## src/rtl/log_8_32_pkg.sv

```systemverilog
// Shared defaults and FSM encoding for the byte-to-word assembler and its sibling serializer stage.
package log_8_32_pkg;
  localparam int BYTE_W_DEF = 8;
  localparam int NBYTES_DEF = 4;
  localparam int HOLD_DEF   = 4;

  typedef enum logic {
    IDLE    = 1'b0,
    COLLECT = 1'b1
  } state_t;
endpackage

```

## src/rtl/log_8_32_hold.sv

```systemverilog
// Reloadable down-counter: valid stays high for HOLD cycles after the most recent load.
module log_8_32_hold #(
  parameter int HOLD = 4
) (
  input  logic clk_4f,
  input  logic reset,
  input  logic load,
  output logic valid
);
  localparam int HW = $clog2(HOLD + 1);

  logic [HW-1:0] r_cnt;

  // A reload during an active hold restarts the window, so a gapless stream keeps valid high.
  always_ff @(posedge clk_4f) begin
    if (!reset)               r_cnt <= '0;
    else if (load)            r_cnt <= HW'(HOLD);
    else if (r_cnt != '0)     r_cnt <= r_cnt - 1'b1;
  end

  assign valid = (r_cnt != '0);
endmodule

```

## src/rtl/log_8_32.sv

```systemverilog
// Assembles an MSB-first byte stream into NBYTES-wide words; a gap mid-word aborts it with err_out.
module log_8_32
  import log_8_32_pkg::*;
#(
  parameter int BYTE_W = BYTE_W_DEF,
  parameter int NBYTES = NBYTES_DEF,
  parameter int HOLD   = HOLD_DEF
) (
  input  logic                     clk_4f,
  input  logic                     reset,
  input  logic [BYTE_W-1:0]        data_in,
  input  logic                     valid_in,
  output logic [BYTE_W*NBYTES-1:0] data_out,
  output logic                     valid_out,
  output logic                     err_out
);
  localparam int W  = BYTE_W * NBYTES;
  localparam int CW = $clog2(NBYTES);

  state_t          r_state;
  logic [CW-1:0]   r_cnt;
  logic [W-1:0]    r_shift;
  logic            r_cmp;

  // Shifting left places the first byte of a word in the top lane after NBYTES stores.
  // A discarded partial word needs no clearing: the next word shifts in NBYTES fresh bytes.
  always_ff @(posedge clk_4f) begin
    if (!reset) begin
      r_state  <= IDLE;
      r_cnt    <= '0;
      r_shift  <= '0;
      r_cmp    <= 1'b0;
      data_out <= '0;
      err_out  <= 1'b0;
    end else begin
      r_cmp   <= 1'b0;
      err_out <= 1'b0;
      if (r_cmp) data_out <= r_shift;
      case (r_state)
        IDLE: begin
          if (valid_in) begin
            r_shift <= {r_shift[W-BYTE_W-1:0], data_in};
            r_cnt   <= CW'(1);
            r_state <= COLLECT;
          end
        end
        COLLECT: begin
          if (valid_in) begin
            r_shift <= {r_shift[W-BYTE_W-1:0], data_in};
            if (r_cnt == CW'(NBYTES - 1)) begin
              r_cnt   <= '0;
              r_state <= IDLE;
              r_cmp   <= 1'b1;
            end else begin
              r_cnt <= r_cnt + 1'b1;
            end
          end else begin
            r_cnt   <= '0;
            r_state <= IDLE;
            err_out <= 1'b1;
          end
        end
        default: begin
          r_cnt   <= '0;
          r_state <= IDLE;
        end
      endcase
    end
  end

  log_8_32_hold #(.HOLD(HOLD)) u_hold (
    .clk_4f (clk_4f),
    .reset  (reset),
    .load   (r_cmp),
    .valid  (valid_out)
  );
endmodule
```

## config.mk

```make
export PLATFORM = sky130hd
export DESIGN_NAME = log_8_32
export DESIGN_NICKNAME = d
export VERILOG_FILES = /design/src/rtl/log_8_32_pkg.sv /design/src/rtl/log_8_32_hold.sv /design/src/rtl/log_8_32.sv
export SDC_FILE = /design/constraint.sdc
export NUM_CORES = 1
export LEC_CHECK = 0
export BUFFER_PORTS_ARGS = -buffer_cell sky130_fd_sc_hd__buf_4
export CORE_MARGIN = 1
export CORE_UTILIZATION = 35
export CTS_CLUSTER_SIZE = 25
export DETAILED_ROUTE_END_ITERATION = 8
export PLACE_DENSITY = 0.55
export SLEW_MARGIN = 30
export SYNTH_ARGS = -nofsm -noshare
export SYNTH_HDL_FRONTEND = slang
export SYNTH_HIERARCHICAL = 1
export SYNTH_SLANG_ARGS = --single-unit
```

## constraint.sdc

```tcl
create_clock -name clk_4f -period 3.4 [get_ports clk_4f]
set_clock_uncertainty 0.2 [all_clocks]
set_input_delay 0.17 -clock clk_4f [delete_from_list [all_inputs] [get_ports clk_4f]]
set_output_delay 0.17 -clock clk_4f [all_outputs]
set_load 0.005 [all_outputs]
```

==> results of run 1 <==
## cells in the mapped netlist (3+ instances only)
cell / instances / share of area, %
dfxtp_1: 72 / 52
nor2b_1: 65 / 15
mux2i_1: 64 / 23
buf_6: 5 / 2.0
inv_1: 5 / 0.68
clkbuf_1: 4 / 0.54
ha_1: 4 / 1.8
nand2_1: 4 / 0.54
buf_2: 3 / 0.54
nor2_1: 3 / 0.41
## metal layers
layer  global-route usage [%]  vias up  wire, um
li1                         -      886         -
met2                     17.6       32      2090
met3                     5.19        6       261
met1                     16.2      786      2410
met4                     4.76        0        58
met5                        0        -         0
## sequential cells by signal (all words and copies together), names as in the netlist
register	cells
r_shift	32
r_cnt	2
r_cmp	1
u_hold/r_cnt	3
r_state	1
data_out	32
err_out	1
## worst paths after layout
kind                                  end  slack, ns  cells past startpoint
max                             valid_out       1.67                      5
max reg2reg  u_hold/r_cnt[2]$_SDFFE_PN0P_       1.78                      5
min reg2reg              r_cmp$_SDFF_PN0_       0.31                      2
min                    err_out$_SDFF_PN0_       0.13                      2
## power by group through the flow
stage | sequential [uW] | combinational (uW) | clock, uW
after global routing | 884 | 152 | 764
after CTS | 882 | 139 | 719
final | 881 | 136 | 692
after detailed placement | 902 | 130 | 0
after global placement | 901 | 128 | 0
after floorplan | 896 | 100 | 0
## worst reg2reg max path: cells and delay by family (launching register included)
| kind | cells | cell delay, ns |
|---|---|---|
| AO/OA/AOI/OAI | 1 | 0.16 |
| adder cells (fa/ha/maj) | 2 | 0.43 |
| buffers and inverters | 1 | 0.05 |
| flip-flops | 1 | 0.34 |
| multiplexers | 1 | 0.32 |
## cell families (layout without fill, tap and decap cells)
logic type / count (synthesis) / in the layout / synth area share [%]
AOI/OAI and AO/OA: 5 / 5 / 1.44
muxes: 65 / 65 / 23.5
buffers and inverters: 20 / 73 / 4.78
xor gates and xnor gates: 1 / 1 / 0.316
adders and majority gates: 4 / 4 / 1.80
DFF: 72 / 72 / 52.0
and+or+nand+nor: 74 / 74 / 16.2
## timing repair
| action | in CTS | in global routing |
|---|---|---|
| hold endpoints to repair | 8 | 0 |
| resized for setup | 0 | 0 |
| hold buffers | 8 | 0 |
| setup endpoints to repair | 0 | 0 |
## per-stage QoR
| step | hold WS (ns) | total power [uW] |
|---|---|---|
| after global routing | 0.148 | 1800 |
| after global placement | 0.232 | 1030 |
| final | 0.130 | 1710 |
| after floorplan | 0.0875 | 996 |
| after CTS | 0.128 | 1740 |
| after detailed placement | 0.236 | 1030 |
## cell type report
class,count,area (um^2),share of cell area [%]
multi-input combinational,149,1200,35.2
tap,102,128,3.74
clock buffer,13,169,4.95
inverter,5,18.8,0.550
clock inverter,3,40.0,1.17
timing repair buffer,52,410,12.0
sequential,72,1450,42.4
==> reports/results.txt, run 1 <==
Buffers & Inverters on Critical Path: 3
Worst Path Max Fanout: 4
sequential share of power: 51.6%
row count: 32
max-slew violations: 0
HPWL Detailed: 2850 um
vias in the first global route: 1531
Critical Path Start: u_hold/r_cnt[0]$_SDFFE_PP0P_
first-pass GRT wire length: 7880 um
vias per cell: 4.32
cts bufs inserted: 9
Critical-path top delay cell: dfxtp_1
Sw Pwr: 374 uW
Net Sw Frac: 21.9%
layout cells sized above 1: 20.4%
PortBufs: 44
vias: 1710
largest net degree at the start of global routing: 72
clock power share: 40.5%
final core occ: 44.4%
gp weighted congestion: 0.625
Tightest Pin Transition: 0.624 ns
Tot GR Track Use: 12.3%
number of max-cap violations: 0
Pwr Density: 501 mW/mm^2
Antenna Nets Post-Route: 0
Nets: 304
Yosys cell types: 22
Setup Total Neg Slack: 0 ns
setup ws final: 1.67 ns
DRC: 0
critical path arrival: 1.36 ns
max frequency: 579 MHz
number of setup violations in the final report: 0
Iteration-0 DRC Markers: 50
register area share after synthesis: 52.0%
Die W: 91.0 um
critical path class: reg2out
Cell Area, Synth: 0.00277 mm^2
post-synthesis register bit count: 72
Cell Area, Placed: 0.00312 mm^2
status: completed
most frequent cells in the layout: dfxtp_1 (71), nor2b_1 (65), mux2i_1 (64)
Post-CTS Setup Inserts: 0
internal power: 1340 uW
Period minus WS final: 1.73 ns
clock sinks: 72
fillers: 777
Largest delay share family, worst path: adder cells
# diodes: 0
combinational power share: 7.9%
Hold/Removal Path Class: in2reg
CTS H-tree lvls: 3
area delta synth->final: 23.0%
drt pass-1 iters: 4
leakage: 0.00135 uW
Syn Inst Count: 241
Synth warnings: 6
Final Hold Viols: 0
Cell Count, Final, Fillers Out: 396
unrepaired setup endpoints after global routing: no
slew margin rel.: 58.4%
initial antenna violation count: 0
Die Y: 91.0 um
overall routed net length: 4820 um
fin area: 0.00341 mm^2
Mean Syn Cell Area: 11.5 um^2
peak supply drop: 177 uV
hold_sp: valid_in
Initial Util: 36.1%
Largest stage delay, worst path: 0.34 ns
worst skew pair latency: 0.33 ns
crit path cell chain: inv_1 > ha_1 > ha_1 > inv_1 > buf_4
DIE AREA: 0.00829 mm^2
root buffer cell: clkbuf_8
ys flop type: dfxtp_1
Mapped Nets: 256
Top-Level Pins: 45
R2R Path Start: u_hold/r_cnt[0]$_SDFFE_PP0P_
post-synthesis async set-or-reset flop share: 0%
CP endpoint kind: output port
Clk pin slew, worst setup/hold paths: 0.08 ns
dpl ws: 1.77 ns
Core ar.: 0.00769 mm^2
Tcrit/Tclk final: 50.8%
Req. time, crit path: 3.03 ns
wire per inst: 12.2 um
Critical Path Start Type: register
CTS tree: done
Post-synth EDFFs: 0
most common cell after layout, fill and taps aside: dfxtp_1
clock tree buffer depth: 2
grt total ovfl: 0
placed insts: 372
(Power assumes the default switching activity.)
==> run 2, diff against run 1 <==
Settings changed: PLACE_DENSITY 0.55 to 0.57.
Clock period 3.4 ns to 1.5 ns, I/O delays scaled along.
==> run 2 against run 1 <==
The run now ends with negative hold slack, negative setup slack left. Die area unchanged. Count of clock-buffer cells in the layout fell by 2. Worst setup slack worse by 1.7 ns. Register-to-register slack got worse by 1.8 ns. Highest routed layer unchanged. Critical path type is now reg2reg. First-iteration DRC count rose by 24%. Critical endpoint is now u_hold/r_cnt[2]$_SDFFE_PN0P_.
==> reports/results.txt, run 2 (synthesized netlist as in run 1, its figures left out) <==
max-slew violations: 0
slew margin rel.: 79.3%
Critical-path top delay cell: dfxtp_2
gp weighted congestion: 0.654
vias per cell: 4.35
peak supply drop: 563 uV
Antenna Nets Post-Route: 0
initial antenna violation count: 0
Tcrit/Tclk final: 104%
number of setup violations in the final report: 3
overall routed net length: 5190 um
crit path cell chain: inv_2 > ha_4 > ha_4 > buf_6 > mux2_4 > o21a_1
cts hold-fix bufs: 27
vias: 1842
Largest delay share family, worst path: flip-flops
hold_sp: reset
most common cell after layout, fill and taps aside: dfxtp_1
clock sinks: 72
Die W: 91.0 um
Core ar.: 0.00769 mm^2
DIE AREA: 0.00829 mm^2
drt pass-1 iters: 4
Die Y: 91.0 um
Req. time, crit path: 1.53 ns
first-pass GRT wire length: 8830 um
WHS: -0.0682 ns
internal power: 3210 uW
Nets: 331
Sw Pwr: 963 uW
setup ws final: -0.0632 ns
DRC: 0
Initial Util: 36.1%
sequential share of power: 48.0%
Critical Path Start Type: register
number of max-cap violations: 0
leakage: 0.00151 uW
area delta synth->final: 35.3%
Hold Path Depth: 2
Iteration-0 DRC Markers: 62
Final Hold Viols: 18
Buffers & Inverters on Critical Path: 2
HPWL Detailed: 3080 um
root buffer cell: clkbuf_8
CTS tree: done
largest net degree at the start of global routing: 39
most frequent CP cell: ha_4
R2R Setup Slk: -0.06 ns
PortBufs: 44
R2R Path Start: u_hold/r_cnt[1]$_SDFFE_PP0P_
Largest stage delay, worst path: 0.34 ns
grt total ovfl: 0
total chip power: 4170 uW
Period minus WS final: 1.56 ns
vias in the first global route: 1787
critical path class: reg2reg
clock tree buffer depth: 2
CP endpoint kind: register
unrepaired setup endpoints after global routing: yes
wire per inst: 12.3 um
clock power share: 37.1%
cts bufs inserted: 9
failing checks: negative hold slack, negative setup slack
max frequency: 640 MHz
row count: 32
Hold/Removal Path Class: in2reg
status: finished, violations left
Tot GR Track Use: 13.7%
# diodes: 0
critical path arrival: 1.60 ns
Hold EP: u_hold/r_cnt[2]$_SDFFE_PN0P_
CTS H-tree lvls: 3
r2r worst-path depth: 6
Tightest Pin Transition: 0.310 ns
worst r2r dst: u_hold/r_cnt[2]$_SDFFE_PN0P_
Pwr Density: 1110 mW/mm^2
largest registers: data_out: 32 flops, r_shift: 32 flops, u_hold/r_cnt: 3 flops
Clk pin slew, worst setup/hold paths: 0.07 ns
Top-Level Pins: 45
most frequent cells in the layout: dfxtp_1 (68), nor2b_1 (65), mux2i_1 (63)
Worst Path Max Fanout: 2
layout cells sized above 1: 25.9%
combinational power share: 14.9%
worst skew pair latency: 0.33 ns
Net Sw Frac: 23.1%
[run 2: cell types whose count changed in the layout (fill, tap and decap cells not counted), sizes merged]
cell,change
buf,+10
clkbuf,-2
dlygate4sd3,+17
clkinvlp,+2
[run 2: through the flow]
step / util, % / setup WS [ns] / setup TNS, ns / area [um^2] / cells
2_1_floorplan: - / 0.0153 / 0 / 2790 / 241
3_3_place_gp: 41.8 / 0.0122 / 0 / 3220 / 378
3_5_place_dp: 41.8 / -0.0232 / -0.0232 / 3220 / 378
4_1_cts: 48.9 / -0.0682 / -0.132 / 3760 / 425
5_1_grt: 48.8 / -0.109 / -0.314 / 3750 / 423
6_report: 48.8 / -0.0632 / -0.115 / 3750 / 423
[run 2: layer usage]
layer  GRT usage [%]  vias to the layer above  part of all wire [%]
li1                -                      948                     -
met1            17.3                      856                    47
met2            21.6                       30                    47
met3            3.43                        8                   4.2
met4            6.75                        0                   1.9
met5               0                        -                     0
[run 2: area by class of cell]
type	count	area, um^2
Timing Repair Buffer	79	708
Fill cell	735	3940
Clock buffer	11	151
Inverter	5	21.3
Sequential cell	72	1450
Multi-Input combinational cell	149	1240
Clock inverter	5	55.1
Tap cell	102	128
[run 2: repair_timing]
action / CTS / global route
setup buffers: 4 / 0
pin swaps: 3 / 1
endpoints found under the hold margin: 34 / 14
resized for setup: 12 / 4
cloned: 0 / 0
endpoints found under the setup margin: 2 / 7
[run 2: worst max path at each step]
stage / start / to / depth (start not counted) / slack [ns]
finish: u_hold/r_cnt[1]$_SDFFE_PP0P_ / u_hold/r_cnt[2]$_SDFFE_PN0P_ / 6 / -0.06
global route: u_hold/r_cnt[0]$_SDFFE_PP0P_ / u_hold/r_cnt[2]$_SDFFE_PN0P_ / 6 / -0.11
CTS: u_hold/r_cnt[1]$_SDFFE_PP0P_ / u_hold/r_cnt[2]$_SDFFE_PN0P_ / 6 / -0.07
detailed placement: u_hold/r_cnt[0]$_SDFFE_PP0P_ / u_hold/r_cnt[2]$_SDFFE_PN0P_ / 6 / -0.02
global placement: u_hold/r_cnt[0]$_SDFFE_PP0P_ / u_hold/r_cnt[2]$_SDFFE_PN0P_ / 6 / 0.01
floorplan: u_hold/r_cnt[0]$_SDFFE_PP0P_ / u_hold/r_cnt[2]$_SDFFE_PN0P_ / 5 / 0.02
[run 2: power groups by stage]
stage	registers, uW	clock network, uW	logic [uW]
after CTS	2000	1610	602
after detailed placement	2040	0	373
final	2000	1550	621
after floorplan	2030	0	255
after global routing	2010	1690	680
after global placement	2040	0	356
==> run 3, diff against run 2 <==
Settings changed: PLACE_DENSITY 0.57 to 0.55, SKIP_LAST_GASP from default to 1.
Clock period 1.5 ns to 1.9 ns, I/O delays scaled along.
==> run 3 against run 2 <==
The run now ends clean. Non-clock buffer count down 21. Wire length is 5.8% lower. Cell count fell by 5.2%. Final area fell by 8.2%. Utilization decreased by 4.0 points. First-iteration DRC count is 31% lower. Register-to-register slack improved by 0.35 ns. Global-route usage is 0.93 points lower. Largest cell class unchanged.
==> reports/results.txt, run 3 (synthesized netlist as in run 1, its figures left out) <==
Initial Util: 36.1%
status: completed
vias: 1728
Top-Level Pins: 45
Hold/Removal Path Class: in2reg
Critical Path Start Type: register
Nets: 310
Clk pin slew, worst setup/hold paths: 0.07 ns
Cell Count, Final, Fillers Out: 401
initial antenna violation count: 0
Die Y: 91.0 um
Tot GR Track Use: 12.8%
Pwr Density: 870 mW/mm^2
gp weighted congestion: 0.647
clock tree buffer depth: 2
drt pass-1 iters: 2
wire per inst: 12.2 um
Period minus WS final: 1.67 ns
most frequent cells in the layout: dfxtp_1 (71), nor2b_1 (65), mux2i_1 (64)
# diodes: 0
CTS tree: done
Iteration-0 DRC Markers: 43
first-pass GRT wire length: 8220 um
fillers: 764
Antenna Nets Post-Route: 0
Worst Path Max Fanout: 4
placed insts: 377
R2R Setup Slk: 0.29 ns
worst skew pair latency: 0.34 ns
slew margin rel.: 70.5%
root buffer cell: clkbuf_8
Final Hold Viols: 0
Setup Total Neg Slack: 0 ns
PortBufs: 44
number of max-cap violations: 0
Req. time, crit path: 1.60 ns
largest registers: data_out: 32 flops, r_shift: 32 flops, u_hold/r_cnt: 3 flops
DIE AREA: 0.00829 mm^2
unrepaired setup endpoints after global routing: no
grt total ovfl: 0
clock sinks: 72
CP endpoint kind: output port
peak supply drop: 439 uV
leakage: 0.00138 uW
vias per cell: 4.31
cts bufs inserted: 9
max-slew violations: 0
layout cells sized above 1: 21.4%
HPWL Detailed: 3120 um
largest net degree at the start of global routing: 56
area delta synth->final: 24.2%
Tightest Pin Transition: 0.443 ns
CTS H-tree lvls: 3
number of setup violations in the final report: 0
overall routed net length: 4890 um
Die W: 91.0 um
most common cell after layout, fill and taps aside: dfxtp_1
Tcrit/Tclk final: 88.1%
vias in the first global route: 1668
max frequency: 597 MHz
Core ar.: 0.00769 mm^2
DRC: 0
row count: 32
critical path class: reg2out
critical path arrival: 1.38 ns
## run 3: changes by cell type in the layout (fill, tap and decap cells not counted), sizes merged
cell / before / now
dlygate4sd3: 25 / 9
buf: 54 / 49
clkinvlp: 2 / 0
clkinv: 2 / 3
## run 3: worst paths after layout
kind,startpoint,end,cells past startpoint
worst max register to register,u_hold/r_cnt[0]$_SDFFE_PP0P_,u_hold/r_cnt[2]$_SDFFE_PN0P_,5
worst max-delay path,u_hold/r_cnt[0]$_SDFFE_PP0P_,valid_out,5
worst min register to register,r_state$_SDFF_PN0_,r_cmp$_SDFF_PN0_,2
worst min-delay path,reset,u_hold/r_cnt[2]$_SDFFE_PN0P_,2
## run 3: per-layer routing
layer | wire length, um | global-route usage, % | up-vias
met4 | 129 | 7.94 | 0
met5 | 0 | 0 | -
met1 | 2380 | 16.4 | 789
met3 | 243 | 4.02 | 10
met2 | 2130 | 18.4 | 32
li1 | - | - | 897
## run 3: area by class of cell
cell class / instances / area [um^2] / area share [%]
sequential: 72 / 1440 / 41.9
multi-input combinational: 149 / 1200 / 34.8
timing repair buffer: 58 / 470 / 13.7
clock buffer: 11 / 141 / 4.10
tap: 102 / 128 / 3.70
clock inverter: 4 / 45.0 / 1.31
inverter: 5 / 18.8 / 0.545
## run 3: metrics by stage
stage / setup slack (ns) / power [uW] / hold slack (ns) / instance area, um^2 / utilization, %
after floorplan: 0.348 / 1780 / 0.0125 / 2770 / -
after global placement: 0.324 / 1850 / 0.151 / 3170 / 41.2
after detailed placement: 0.288 / 1860 / 0.162 / 3170 / 41.2
after CTS: 0.198 / 3040 / 0.0180 / 3450 / 44.8
after global routing: 0.133 / 3160 / 0.0325 / 3450 / 44.8
final: 0.226 / 3000 / 0.0128 / 3450 / 44.8
## run 3: critical path, cell delays in order (launching register included)
cell and delay, ns:
dfxtp_1 0.35, inv_1 0.05, ha_1 0.21, ha_1 0.23, inv_1 0.09, buf_4 0.11
## run 3: power by group
group,total (uW),internal [uW],switching (uW)
clock,1170,629,537
sequential,1580,1550,28.0
combinational,254,139,115
## run 3: what timing repair did
| item | 4_1_cts | 5_1_grt |
|---|---|---|
| endpoints found under the hold margin | 11 | 0 |
| gates resized for setup | 0 | 0 |
| hold buffers | 9 | 0 |
| buffers inserted | 0 | 0 |
